[config.mk]
export PLATFORM = sky130hd
export DESIGN_NAME = vec_mem_sequencer
export DESIGN_NICKNAME = d
export VERILOG_FILES = /design/src/rtl/vec_mem_sequencer.sv
export SDC_FILE = /design/constraint.sdc
export NUM_CORES = 1
export LEC_CHECK = 0
export CORE_MARGIN = 1.5
export CORE_UTILIZATION = 35
export CTS_BUF_LIST = sky130_fd_sc_hd__clkbuf_2
export CTS_CLUSTER_SIZE = 25
export DETAILED_ROUTE_END_ITERATION = 6
export GPL_ROUTABILITY_DRIVEN = 0
export PLACE_DENSITY = 0.73
export SYNTH_ARGS = -nofsm -noshare
export SYNTH_HDL_FRONTEND = slang
export SYNTH_SLANG_ARGS = --single-unit
[constraint.sdc]
create_clock -name clk -period 4.3 [get_ports clk]
set_input_delay 0.43 -clock clk [delete_from_list [all_inputs] [get_ports clk]]
set_output_delay 0.43 -clock clk [all_outputs]
set_load 0.005 [all_outputs]
[src/rtl/vec_mem_sequencer.sv]
// rtl/vec_mem_sequencer.sv - multi-beat vector load/store sequencer in front of a single-ported data memory
//
// Ports:
//   clk, reset              clock and synchronous active-high reset
//   start, memread, memwrite request pulse from decode and its load/store qualifiers
//   base_addr, wdata_vec    word address of element 0 and the store vector
//   busy, done, err         pipeline stall, completion pulse, illegal-request pulse
//   rdata_vec               assembled load result (element i at [i*EW +: EW])
//   mem_addr, mem_re, mem_we, mem_wdata, mem_ready, mem_rdata   memory port
module vec_mem_sequencer #(
    parameter int ELEMS = 4,
    parameter int EW    = 16,
    parameter int AW    = 16
) (
    input  logic                  clk,
    input  logic                  reset,
    input  logic                  start,
    input  logic                  memread,
    input  logic                  memwrite,
    input  logic [AW-1:0]         base_addr,
    input  logic [ELEMS*EW-1:0]   wdata_vec,
    output logic                  busy,
    output logic                  done,
    output logic                  err,
    output logic [ELEMS*EW-1:0]   rdata_vec,
    output logic [AW-1:0]         mem_addr,
    output logic                  mem_re,
    output logic                  mem_we,
    output logic [EW-1:0]         mem_wdata,
    input  logic                  mem_ready,
    input  logic [EW-1:0]         mem_rdata
);

    localparam int BW = (ELEMS > 1) ? $clog2(ELEMS) : 1;

    typedef enum logic [2:0] {
        S_IDLE  = 3'd0,
        S_RD    = 3'd1,
        S_DRAIN = 3'd2,
        S_WR    = 3'd3,
        S_DONE  = 3'd4
    } state_t;

    state_t                state;
    state_t                state_next;
    logic [BW-1:0]         beat;
    logic [AW-1:0]         base_q;
    logic [ELEMS*EW-1:0]   wvec_q;
    logic [ELEMS*EW-1:0]   rvec_q;
    logic [BW-1:0]         pend_idx;
    logic                  pend_valid;
    logic                  err_q;
    logic                  last_beat;
    logic                  load_req;
    logic                  store_req;

    assign last_beat = (beat == BW'(ELEMS - 1));
    assign load_req  = start & memread & ~memwrite;
    assign store_req = start & memwrite & ~memread;

    // State register
    always_ff @(posedge clk) begin
        if (reset) begin
            state <= S_IDLE;
        end else begin
            state <= state_next;
        end
    end

    // Next-state logic
    always_comb begin
        state_next = state;
        case (state)
            S_IDLE: begin
                if (load_req) begin
                    state_next = S_RD;
                end else if (store_req) begin
                    state_next = S_WR;
                end
            end
            S_RD:    if (mem_ready && last_beat) state_next = S_DRAIN;
            S_DRAIN: state_next = S_DONE;
            S_WR:    if (mem_ready && last_beat) state_next = S_DONE;
            S_DONE:  state_next = S_IDLE;
            default: state_next = S_IDLE;
        endcase
    end

    // Datapath: beat counter, latched request, read capture
    always_ff @(posedge clk) begin
        if (reset) begin
            beat       <= '0;
            base_q     <= '0;
            wvec_q     <= '0;
            rvec_q     <= '0;
            pend_idx   <= '0;
            pend_valid <= 1'b0;
            err_q      <= 1'b0;
        end else begin
            err_q <= (state == S_IDLE) & start & memread & memwrite;

            // Read data arrives one cycle after acceptance; the pending
            // register remembers which element it belongs to.
            pend_valid <= (state == S_RD) & mem_ready;
            if (state == S_RD && mem_ready) begin
                pend_idx <= beat;
            end
            if (pend_valid) begin
                rvec_q[int'(pend_idx)*EW +: EW] <= mem_rdata;
            end

            case (state)
                S_IDLE: begin
                    if (load_req || store_req) begin
                        base_q <= base_addr;
                        beat   <= '0;
                    end
                    if (store_req) begin
                        wvec_q <= wdata_vec;
                    end
                end
                S_RD, S_WR: begin
                    if (mem_ready && !last_beat) begin
                        beat <= beat + 1'b1;
                    end
                end
                default: ;
            endcase
        end
    end

    // Outputs decoded from registered state only
    always_comb begin
        busy      = (state == S_RD) || (state == S_DRAIN) || (state == S_WR);
        done      = (state == S_DONE);
        err       = err_q;
        rdata_vec = rvec_q;
        mem_re    = (state == S_RD);
        mem_we    = (state == S_WR);
        mem_addr  = '0;
        mem_wdata = '0;
        if (state == S_RD || state == S_WR) begin
            mem_addr = base_q + AW'(beat);
        end
        if (state == S_WR) begin
            mem_wdata = wvec_q[int'(beat)*EW +: EW];
        end
    end

endmodule

==> results.txt, run 1 <==
Unrepaired setup endpoints after global routing: false
Layout cells sized above 1: 6.40%
Post-synth net total: 817
Switch Pwr: 0.765 mW
Synth Area in XOR/XNOR: 1.26%
Setup TNS: 0 ns
WHS Path Cells: 3
Final clock skew: 0.0281 ns
Slew margin rel.: 21.9%
Internal Pwr Total: 2.01 mW
I/O Pins: 203
Layout area overhead: 37.6%
Crit-path slowest cell: clkdlybuf4s50_1
Max Fclk: 288 MHz
Initial Util: 36.1%
Final Hold Fails: 0
Leakage dissipation: 3.08 nW
Multiplexer share of the synthesized area: 8.77%
Number of antenna-violating nets in the routed design: 0
Worst skew pair latency: 0.71 ns
Via density per instance: 5.07
Reg clk slew, reported paths: 0.21 ns
Worst-Margin Slew: 1.17 ns
Reg2Reg Launch Point: state[1]$_SDFFE_PP0P_
Die width: 137 um
Synth Flop Type: dfxtp_1
Clock Tree Buf Depth: 2
Worst reg2reg setup slack: 1.71 ns
Antenna violations before repair: 1
Status: finished clean
Wire length per cell: 15.5 um
Final period util: 80.6%
Syn_area_per_cell: 8.89 um^2
TritonCTS clock tree: yes
WP data arrival: 3.04 ns
Flops & latches, synth: 153
Crit end category: output port
Layout Nets: 988
Worst IR Drop VDD: 0.152 mV
FF-to-FF path depth: 4
Setup bufs post-CTS: 0
Synth unique cells: 43
Via count: 5661
Flop pwr share: 55.5%
Cells after Synth: 706
Core area: 0.0174 mm^2
Worst reg2reg path endpoint: wvec_q[9]$_SDFFE_PP0P_
Worst hold path type: in -> reg
Post-Synth Simple-Gate Area: 20.6%
Total Wirelength: 17.3 mm
Post-synth EDFFs: 0
Die area: 0.0188 mm^2
Synth Area in Adders: 1.91%
Die height: 137 um
# clock sinks: 153
GRT overflow: 0
Post-synthesis sequential area ratio: 48.8%
Fillers: 1666
CP Launch Type: flop
Switch share: 27.6%
First-pass GRT wire length: 27.6 mm
# port buffers: 202
PwrDens: 321 mW/mm^2
Period minus WS final: 3.47 ns
Largest net degree at the start of global routing: 78
TritonCTS Buffers: 17
Crit path cell chain: ha_1 -> fa_1 -> and3_1 -> nand3_1 -> or3_1 -> a21oi_1 -> clkdlybuf4s50_1
# H-tree levels: 4
DR iter-0 viols: 394
CP max stage delay: 0.56 ns
WS Path Type: reg -> out
CTS Root Cell: clkbuf_2
Vias in the first global route: 5446
Hold path start: wdata_vec[21]
Post-cts repair resize count: 0
Maximum fanout along the worst path: 6
Setup-failing EPs final: 0
Clock network power share: 30.0%
Combinational Power Share: 14.5%
Final core utilization: 49.6%
Final Slew Violations: 0
Drt pass-1 iters: 5
Hold Path Sink: wvec_q[21]$_SDFFE_PP0P_
MaxCap Viol Count: 0
Compound-Gate Fraction of Synth Area: 14.6%
Residual DRC count: 0
Post-synth ARST share: 0%
Largest family of logic cells by synthesized area: simple AND/OR/NAND/NOR gates
Gr usage total: 18.8%
Synth warn: 0
Post-detail-place hpwl: 11.9 mm
Data required, critical path: 3.87 ns
Synth Cell Area: 0.00628 mm^2
Cell Rows: 48
Hold buffer count at CTS: 0
[power by group through the flow]
stage | Clock [mW] | Combinational, mW | Sequential [mW]
floorplan | 0 | 0.232 | 1.54
global placement | 0 | 0.396 | 1.56
detailed placement | 0 | 0.401 | 1.57
CTS | 0.869 | 0.403 | 1.54
global route | 0.918 | 0.441 | 1.55
finish | 0.832 | 0.401 | 1.54
[through the flow]
step | worst slack [ns] | area (um^2) | std cells | power, mW | hold WS [ns]
2_1_floorplan | 2.20 | 6280 | 706 | 1.77 | 0.433
3_3_place_gp | 1.63 | 8390 | 1083 | 1.96 | 0.438
3_5_place_dp | 1.61 | 8390 | 1083 | 1.97 | 0.443
4_1_cts | 0.753 | 8640 | 1115 | 2.81 | 0.136
5_1_grt | 0.569 | 8640 | 1116 | 2.91 | 0.118
6_report | 0.833 | 8640 | 1116 | 2.77 | 0.234
[worst max-delay path: cells and delay by family, from the launching register on]
kind / cells / cell delay (ns)
AOI/OAI and AO/OA: 1 / 0.16
adders and majority gates: 2 / 0.41
buffers and inverters: 1 / 0.56
DFF: 1 / 0.38
and+or+nand+nor: 3 / 0.84
[synthesized netlist by cell type (3+ instances only)]
cell type,instances,share of area [%]
xor2_1,4,0.56
dfxtp_1,153,49
mux2i_1,19,3.0
and2_1,4,0.40
ha_1,8,1.6
inv_1,5,0.30
clkbuf_1,36,2.2
nand3_1,5,0.40
nor2b_1,4,0.40
buf_2,11,0.88
a21oi_1,73,5.8
nor2_1,95,5.7
or3_1,4,0.40
o21ai_0,4,0.32
nand2_1,142,8.5
and3_1,18,1.8
and4_1,3,0.42
a22oi_1,64,7.7
buf_4,6,0.72
mux4_2,16,5.7
xnor2_1,5,0.70
[how the worst max path moves through the flow]
stage | start | end | slack (ns) | depth (start not counted)
2_1_floorplan | beat[1]$_SDFFE_PP0P_ | mem_addr[15] | 2.20 | 5
3_3_place_gp | beat[1]$_SDFFE_PP0P_ | mem_addr[15] | 1.63 | 6
3_5_place_dp | beat[0]$_SDFFE_PP0P_ | mem_addr[14] | 1.61 | 7
4_1_cts | beat[0]$_SDFFE_PP0P_ | mem_addr[10] | 0.75 | 7
5_1_grt | beat[0]$_SDFFE_PP0P_ | mem_addr[10] | 0.57 | 7
6_report | beat[0]$_SDFFE_PP0P_ | mem_addr[14] | 0.83 | 7
[sequential cells by signal, indices dropped and copies added (netlist names)]
register and cells:
rdata_vec 64, wvec_q 64, base_q 16, state 3, beat 2, pend_idx 2
err 1, pend_valid 1
[final cells by class]
class / instances / area (um^2) / area share [%]
flip-flops and latches: 153 / 3060 / 35.5
multi-input cells: 494 / 2960 / 34.3
repair buffers: 206 / 2060 / 23.9
well taps: 225 / 282 / 3.26
clock inverters: 13 / 153 / 1.77
clock buffers: 19 / 95.1 / 1.10
inverters: 5 / 18.8 / 0.217
diodes: 1 / 2.50 / 0.0290
[logic make-up after synthesis]
group | after synthesis
adders and majority gates | 9
DFF | 153
xor gates and xnor gates | 9
and+or+nand+nor | 293
muxes | 35
buffers and inverters | 59
AOI/OAI and AO/OA | 148
[routing by layer]
metal	global-route usage, %	routed length, um
met5	0	0
met4	6.61	335
met3	5.96	1360
met2	29.1	7810
met1	24.6	7820
[placed cells by master (no fill, tap or decap), types with 2 or more instances in the layout]
cell type	synthesis	layout
a21oi_1	73	73
a22oi_1	64	64
a31oi_1	2	2
and2_1	4	4
and3_1	18	18
and4_1	3	3
buf_4	6	4
bufinv_16	0	3
clkbuf_2	0	19
clkdlybuf4s50_1	0	201
clkinv_1	0	2
clkinv_2	0	3
clkinvlp_4	0	3
dfxtp_1	153	153
ha_1	8	8
inv_1	5	5
mux2i_1	19	19
mux4_2	16	16
nand2_1	142	142
nand3_1	5	5
nand3b_1	2	2
nand4_1	2	2
nor2_1	95	95
nor2b_1	4	3
o21ai_0	4	4
or3_1	4	4
or4_1	2	2
xnor2_1	5	5
xor2_1	4	4
No activity file was read; power rests on OpenSTA's default activity.
==> inputs of run 2 (changes only) <==
==> constraint.sdc (replaced) <==
create_clock -name clk -period 3.2 [get_ports clk]
set_input_delay 0.32 -clock clk [delete_from_list [all_inputs] [get_ports clk]]
set_output_delay 0.32 -clock clk [all_outputs]
set_load 0.005 [all_outputs]
==> results.txt, run 2 (synthesis results as in run 1) <==
Setup-failing EPs final: 0 (unchanged)
MaxCap Viol Count: 0 (unchanged)
WS Path Type: reg -> out
Placed cell count: 1092 (+0.83%)
Number of antenna-violating nets in the routed design: 0 (unchanged)
Worst reg2reg path endpoint: rdata_vec[60]$_SDFFE_PP0P_
Placed cell area: 0.00847 mm^2 (+0.95%)
Status: finished clean
Unrepaired setup endpoints after global routing: true
Period minus WS final: 3.02 ns
Crit end category: output port
Gr usage total: 18.8% (+0.023 points)
# H-tree levels: 4 (unchanged)
TritonCTS clock tree: yes
Die height: 137 um (unchanged)
Antenna violations before repair: 1 (unchanged)
Total Wirelength: 17.3 mm (+0.10%)
I/O Pins: 203 (unchanged)
Final period util: 94.4%
Combinational Power Share: 14.9% (+0.4 points)
Crit-path slowest cell: clkdlybuf4s50_1
Clock Tree Buf Depth: 2 (unchanged)
Die area: 0.0188 mm^2 (unchanged)
Leakage dissipation: 3.17 nW (+2.9%)
Worst skew pair latency: 0.70 ns (about the same)
Post-route cell area: 0.00878 mm^2 (+1.7%)
Crit path cell chain: buf_4 -> buf_4 -> fa_2 -> and3_4 -> nand4_1 -> xor2_1 -> nor2_1 -> clkdlybuf4s50_1
Internal Pwr Total: 2.71 mW (+35%)
Most common cell after layout, fill and taps aside: clkdlybuf4s50_1
Multi-input logic area: 0.00299 mm^2 (+0.84%)
# port buffers: 202 (unchanged)
Final clock skew: 0.0260 ns (-0.00215 ns)
Via count: 5752 (+1.6%)
Worst-Margin Slew: 0.868 ns (-0.304 ns)
FF-to-FF path depth: 5 (+1)
WP data arrival: 2.70 ns (-0.34 ns)
CP max stage delay: 0.52 ns (-0.04 ns)
Via density per instance: 5.09 (+0.35%)
CTS Root Cell: clkbuf_2
Worst IR Drop VDD: 0.294 mV (+93%)
Vias in the first global route: 5414 (-0.59%)
Worst hold path type: in -> reg
Hold path start: wdata_vec[30]
CP Launch Type: flop
Fillers: 1665 (-0.060%)
WHS Path Cells: 3 (unchanged)
Cell Rows: 48 (unchanged)
PnR Total Power: 3.75 mW (+35%)
Hold Path Sink: wvec_q[30]$_SDFFE_PP0P_
Flop pwr share: 55.3% (-0.2 points)
Largest net degree at the start of global routing: 70 (-10%)
Highest-count cells in the layout ignoring fill and taps: 196 x clkdlybuf4s50_1, 149 x dfxtp_1, 142 x nand2_1
First-pass GRT wire length: 27.4 mm (-0.90%)
Final Slew Violations: 0 (unchanged)
Post-detail-place hpwl: 11.8 mm (-0.64%)
CP delay by family, top: buffers and inverters
Reg area: 0.00307 mm^2 (+0.16%)
Wire length per cell: 15.4 um (-1.1%)
Data required, critical path: 2.88 ns (-0.99 ns)
TritonCTS Buffers: 17 (unchanged)
# clock sinks: 153 (unchanged)
Initial Util: 36.1% (unchanged)
Switch Pwr: 1.03 mW (+35%)
Final Hold Fails: 0 (unchanged)
Layout area overhead: 39.8%
Core area: 0.0174 mm^2 (unchanged)
WP buf/inv: 3 (+2)
PwrDens: 426 mW/mm^2 (+33%)
Layout cells sized above 1: 8.96% (+2.6 points)
Clock network power share: 29.9% (about the same)
Die width: 137 um (unchanged)
Drt pass-1 iters: 6 (+1)
Reg clk slew, reported paths: 0.22 ns (about the same)
Most common cell on crit path: buf_4
Switch share: 27.6% (about the same)
Reg2Reg Launch Point: pend_idx[0]$_SDFFE_PP0P_
Maximum fanout along the worst path: 4 (-2)
Worst reg2reg setup slack: 1.02 ns (-0.69 ns)
Slew margin rel.: 42.1% (+20 points)
Fin cells: 1130 (+1.3%)
Residual DRC count: 0 (unchanged)
GRT overflow: 0 (unchanged)
DR iter-0 viols: 360 (-8.6%)
Max Fclk: 331 MHz
Layout Nets: 1002 (+1.4%)
[run 2: cell count changes in the layout (fill, tap and decap cells not counted), moves of 4 or more]
cell and change:
buf_4 +11, clkdlybuf4s50_1 -5, dfxtp_1 -4, dfxtp_2 +4, dlygate4sd2_1 +4
[run 2: worst max path at each step]
stage	cells after the start	end	slack (ns)	start
final	8	mem_addr[8]	0.18	base_q[1]$_SDFFE_PP0P_
after global routing	8	mem_addr[8]	-0.02	base_q[1]$_SDFFE_PP0P_
after CTS	7	mem_addr[15]	0.05	beat[1]$_SDFFE_PP0P_
after detailed placement	7	mem_addr[10]	0.58	beat[0]$_SDFFE_PP0P_
after global placement	7	mem_addr[15]	0.61	beat[1]$_SDFFE_PP0P_
after floorplan	5	mem_addr[15]	1.21	beat[1]$_SDFFE_PP0P_
[run 2: worst reg2reg max path, cell delays in order (launching register included)]
cell     delay, ns
dfxtp_1       0.54
inv_1         0.14
ha_1          0.38
and4b_1       0.77
a22oi_1       0.15
nor2_1        0.13
[run 2: area by class of cell]
type | count | area share [%]
clock buffers | 19 | 1.08
flip-flops and latches | 153 | 34.9
inverters | 5 | 0.214
well taps | 225 | 3.21
repair buffers | 220 | 24.8
multi-input cells | 494 | 34.0
diodes | 1 | 0.0285
clock inverters | 13 | 1.74
[run 2: metal layers]
layer  track usage [%]  vias up  share of wire [%]
li1                  -     2811                  -
met1              24.0     2715                 43
met2              29.6      205                 46
met3              6.22       21                9.1
met4              7.02        0                1.4
met5                 0        -                  0
[run 2: metrics by stage]
step	setup TNS [ns]	setup WS [ns]	utilization (%)	hold slack, ns
after floorplan	0	1.21	-	0.433
after global placement	0	0.606	48.6	0.439
after detailed placement	0	0.577	48.6	0.447
after CTS	0	0.0499	50.3	0.0391
after global routing	-0.0212	-0.0212	50.4	0.0193
final	0	0.179	50.4	0.127
[run 2: power groups by stage]
stage | Clock (mW) | Combinational (mW) | Sequential (mW)
floorplan | 0 | 0.311 | 2.07
global placement | 0 | 0.548 | 2.10
detailed placement | 0 | 0.554 | 2.11
CTS | 1.16 | 0.558 | 2.07
global route | 1.23 | 0.613 | 2.09
finish | 1.12 | 0.556 | 2.07
[run 2: what timing repair did]
item | 4_1_cts | 5_1_grt
setup endpoints to repair | 5 | 2
hold buffers | 1 | 0
gates resized for setup | 15 | 4
hold endpoints to repair | 1 | 0
buffers inserted | 3 | 1
==> inputs of run 3 (changes only) <==
--- a/config.mk
+++ b/config.mk
@@ -7,7 +7,6 @@
 export LEC_CHECK = 0
 export CORE_MARGIN = 1.5
 export CORE_UTILIZATION = 35
-export CTS_BUF_LIST = sky130_fd_sc_hd__clkbuf_2
 export CTS_CLUSTER_SIZE = 25
 export DETAILED_ROUTE_END_ITERATION = 6
 export GPL_ROUTABILITY_DRIVEN = 0
==> results.txt, run 3 (synthesis results as in run 1) <==
Status: finished clean
# clock sinks: 153 (unchanged)
Highest-count cells in the layout ignoring fill and taps: 201 x clkdlybuf4s50_1, 153 x dfxtp_1, 142 x nand2_1
Antenna violations before repair: 0 (-1)
Antenna diodes: 0 (-1)
Setup TNS: 0 ns (unchanged)
# H-tree levels: 4 (unchanged)
Via count: 5809 (+0.99%)
CP Launch Type: flop
Crit-path slowest cell: clkdlybuf4s50_1
PnR Total Power: 4.67 mW (+25%)
Reg2Reg Launch Point: state[1]$_SDFFE_PP0P_
Post-detail-place hpwl: 11.8 mm (unchanged)
Leakage dissipation: 3.27 nW (+3.2%)
Worst reg2reg setup slack: 1.07 ns (+0.05 ns)
# port buffers: 202 (unchanged)
First-pass GRT wire length: 28.0 mm (+2.2%)
Post-route cell area: 0.00908 mm^2 (+3.4%)
Total Wirelength: 17.7 mm (+2.2%)
Unrepaired setup endpoints after global routing: false
Initial Util: 36.1% (unchanged)
Crit path cell chain: ha_1 -> a21oi_1 -> buf_4 -> or3_4 -> or4_1 -> a21oi_1 -> clkdlybuf4s50_1
Core area: 0.0174 mm^2 (unchanged)
WP data arrival: 2.73 ns (+0.03 ns)
CTS Root Cell: clkbuf_16
Data required, critical path: 2.88 ns (about the same)
Critical path startpoint: beat[1]$_SDFFE_PP0P_
Post-cts repair resize count: 0 (-15)
Period minus WS final: 3.05 ns (+0.0285 ns)
Final Hold Fails: 0 (unchanged)
TritonCTS clock tree: yes
Layout area overhead: 44.6%
Drt pass-1 iters: 6 (unchanged)
Slew margin rel.: 39.6% (-2.5 points)
CP max stage delay: 0.52 ns (about the same)
Cell Rows: 48 (unchanged)
Maximum fanout along the worst path: 6 (+2)
Gr usage total: 19.3% (+0.50 points)
WS Path Type: reg -> out
Most common cell after layout, fill and taps aside: clkdlybuf4s50_1
Most common cell on crit path: a21oi_1
Final Slew Violations: 0 (unchanged)
Number of antenna-violating nets in the routed design: 0 (unchanged)
Largest net degree at the start of global routing: 70 (unchanged)
Die height: 137 um (unchanged)
TritonCTS Buffers: 17 (unchanged)
Worst hold path type: in -> reg
Vias in the first global route: 5506 (+1.7%)
Worst IR Drop VDD: 0.384 mV (+30%)
Crit end category: output port
DR iter-0 viols: 418 (+16%)
Setup-failing EPs final: 0 (unchanged)
Die width: 137 um (unchanged)
Post-route worst setup slack: 0.150 ns (-0.0285 ns)
Clock Tree Buf Depth: 2 (unchanged)
Die area: 0.0188 mm^2 (unchanged)
MaxCap Viol Count: 0 (unchanged)
Placed cell area: 0.00847 mm^2 (unchanged)
Dpl ws: 0.577 ns (unchanged)
Final clock skew: 0.00668 ns (-0.0193 ns)
Max Fclk: 328 MHz (-0.93%)
Reg clk slew, reported paths: 0.06 ns (-0.16 ns)
Final period util: 95.3% (+0.89 points)
PwrDens: 515 mW/mm^2 (+21%)
Setup bufs post-CTS: 0 (-3)
Fillers: 1616 (-2.9%)
Hold path start: reset
Wire length per cell: 15.8 um (+2.8%)
Worst-Margin Slew: 0.905 ns (+0.0372 ns)
I/O Pins: 203 (unchanged)
Via density per instance: 5.17 (+1.5%)
Residual DRC count: 0 (unchanged)
GRT overflow: 0 (unchanged)
Layout cells sized above 1: 7.45% (-1.5 points)
Hold buffer count at CTS: 0 (-1)
Layout Nets: 997 (-0.50%)
Worst skew pair latency: 0.42 ns (-0.28 ns)
run 3: cell count changes in the layout (fill, tap and decap cells not counted), moves of 2 or more:
cell	previous run	this run
clkdlybuf4s50_1	196	201
clkbuf_1	0	2
dfxtp_1	149	153
clkbuf_8	0	2
dfxtp_2	4	0
clkinv_1	2	0
clkbuf_16	0	17
buf_4	15	12
dlygate4sd2_1	4	0
clkbuf_2	20	0
run 3: path summary, 6_finish.rpt:
check	endpoint	cells past startpoint
hold / removal	base_q[0]$_SDFFE_PP0P_	2
setup / recovery	mem_addr[15]	7
setup reg to reg	wvec_q[6]$_SDFFE_PP0P_	5
hold reg to reg	wvec_q[47]$_SDFFE_PP0P_	2
run 3: cell type report:
type / instances / area [um^2] / area share [%]
clock buffers: 21 / 460 / 5.07
clock inverters: 11 / 145 / 1.60
inverters: 5 / 18.8 / 0.207
multi-input cells: 494 / 2970 / 32.7
flip-flops and latches: 153 / 3060 / 33.7
well taps: 225 / 282 / 3.10
repair buffers: 215 / 2140 / 23.6
run 3: through the flow:
stage / utilization [%] / hold slack (ns) / cells
floorplan: - / 0.433 / 706
global placement: 48.6 / 0.439 / 1092
detailed placement: 48.6 / 0.447 / 1092
CTS: 52.1 / 0.361 / 1124
global route: 52.1 / 0.396 / 1124
finish: 52.1 / 0.381 / 1124
run 3: critical path: cells and delay by family, from the launching register on:
| kind | cells | cell delay, ns |
|---|---|---|
| flip-flops | 1 | 0.34 |
| AO/OA/AOI/OAI | 2 | 0.23 |
| adder cells (fa/ha/maj) | 1 | 0.29 |
| AND/OR/NAND/NOR | 2 | 0.79 |
| buffers and inverters | 2 | 0.67 |
run 3: report_power, final:
group / total, mW / internal (mW) / switching (mW)
Clock: 2.05 / 1.27 / 0.786
Sequential: 2.07 / 1.98 / 0.0856
Combinational: 0.552 / 0.286 / 0.265
run 3: per-layer routing:
metal  GRT usage (%)  wire length, um
met1            24.0             7380
met2            31.0             8410
met3            6.15             1620
met5               0                0
met4            7.78              330
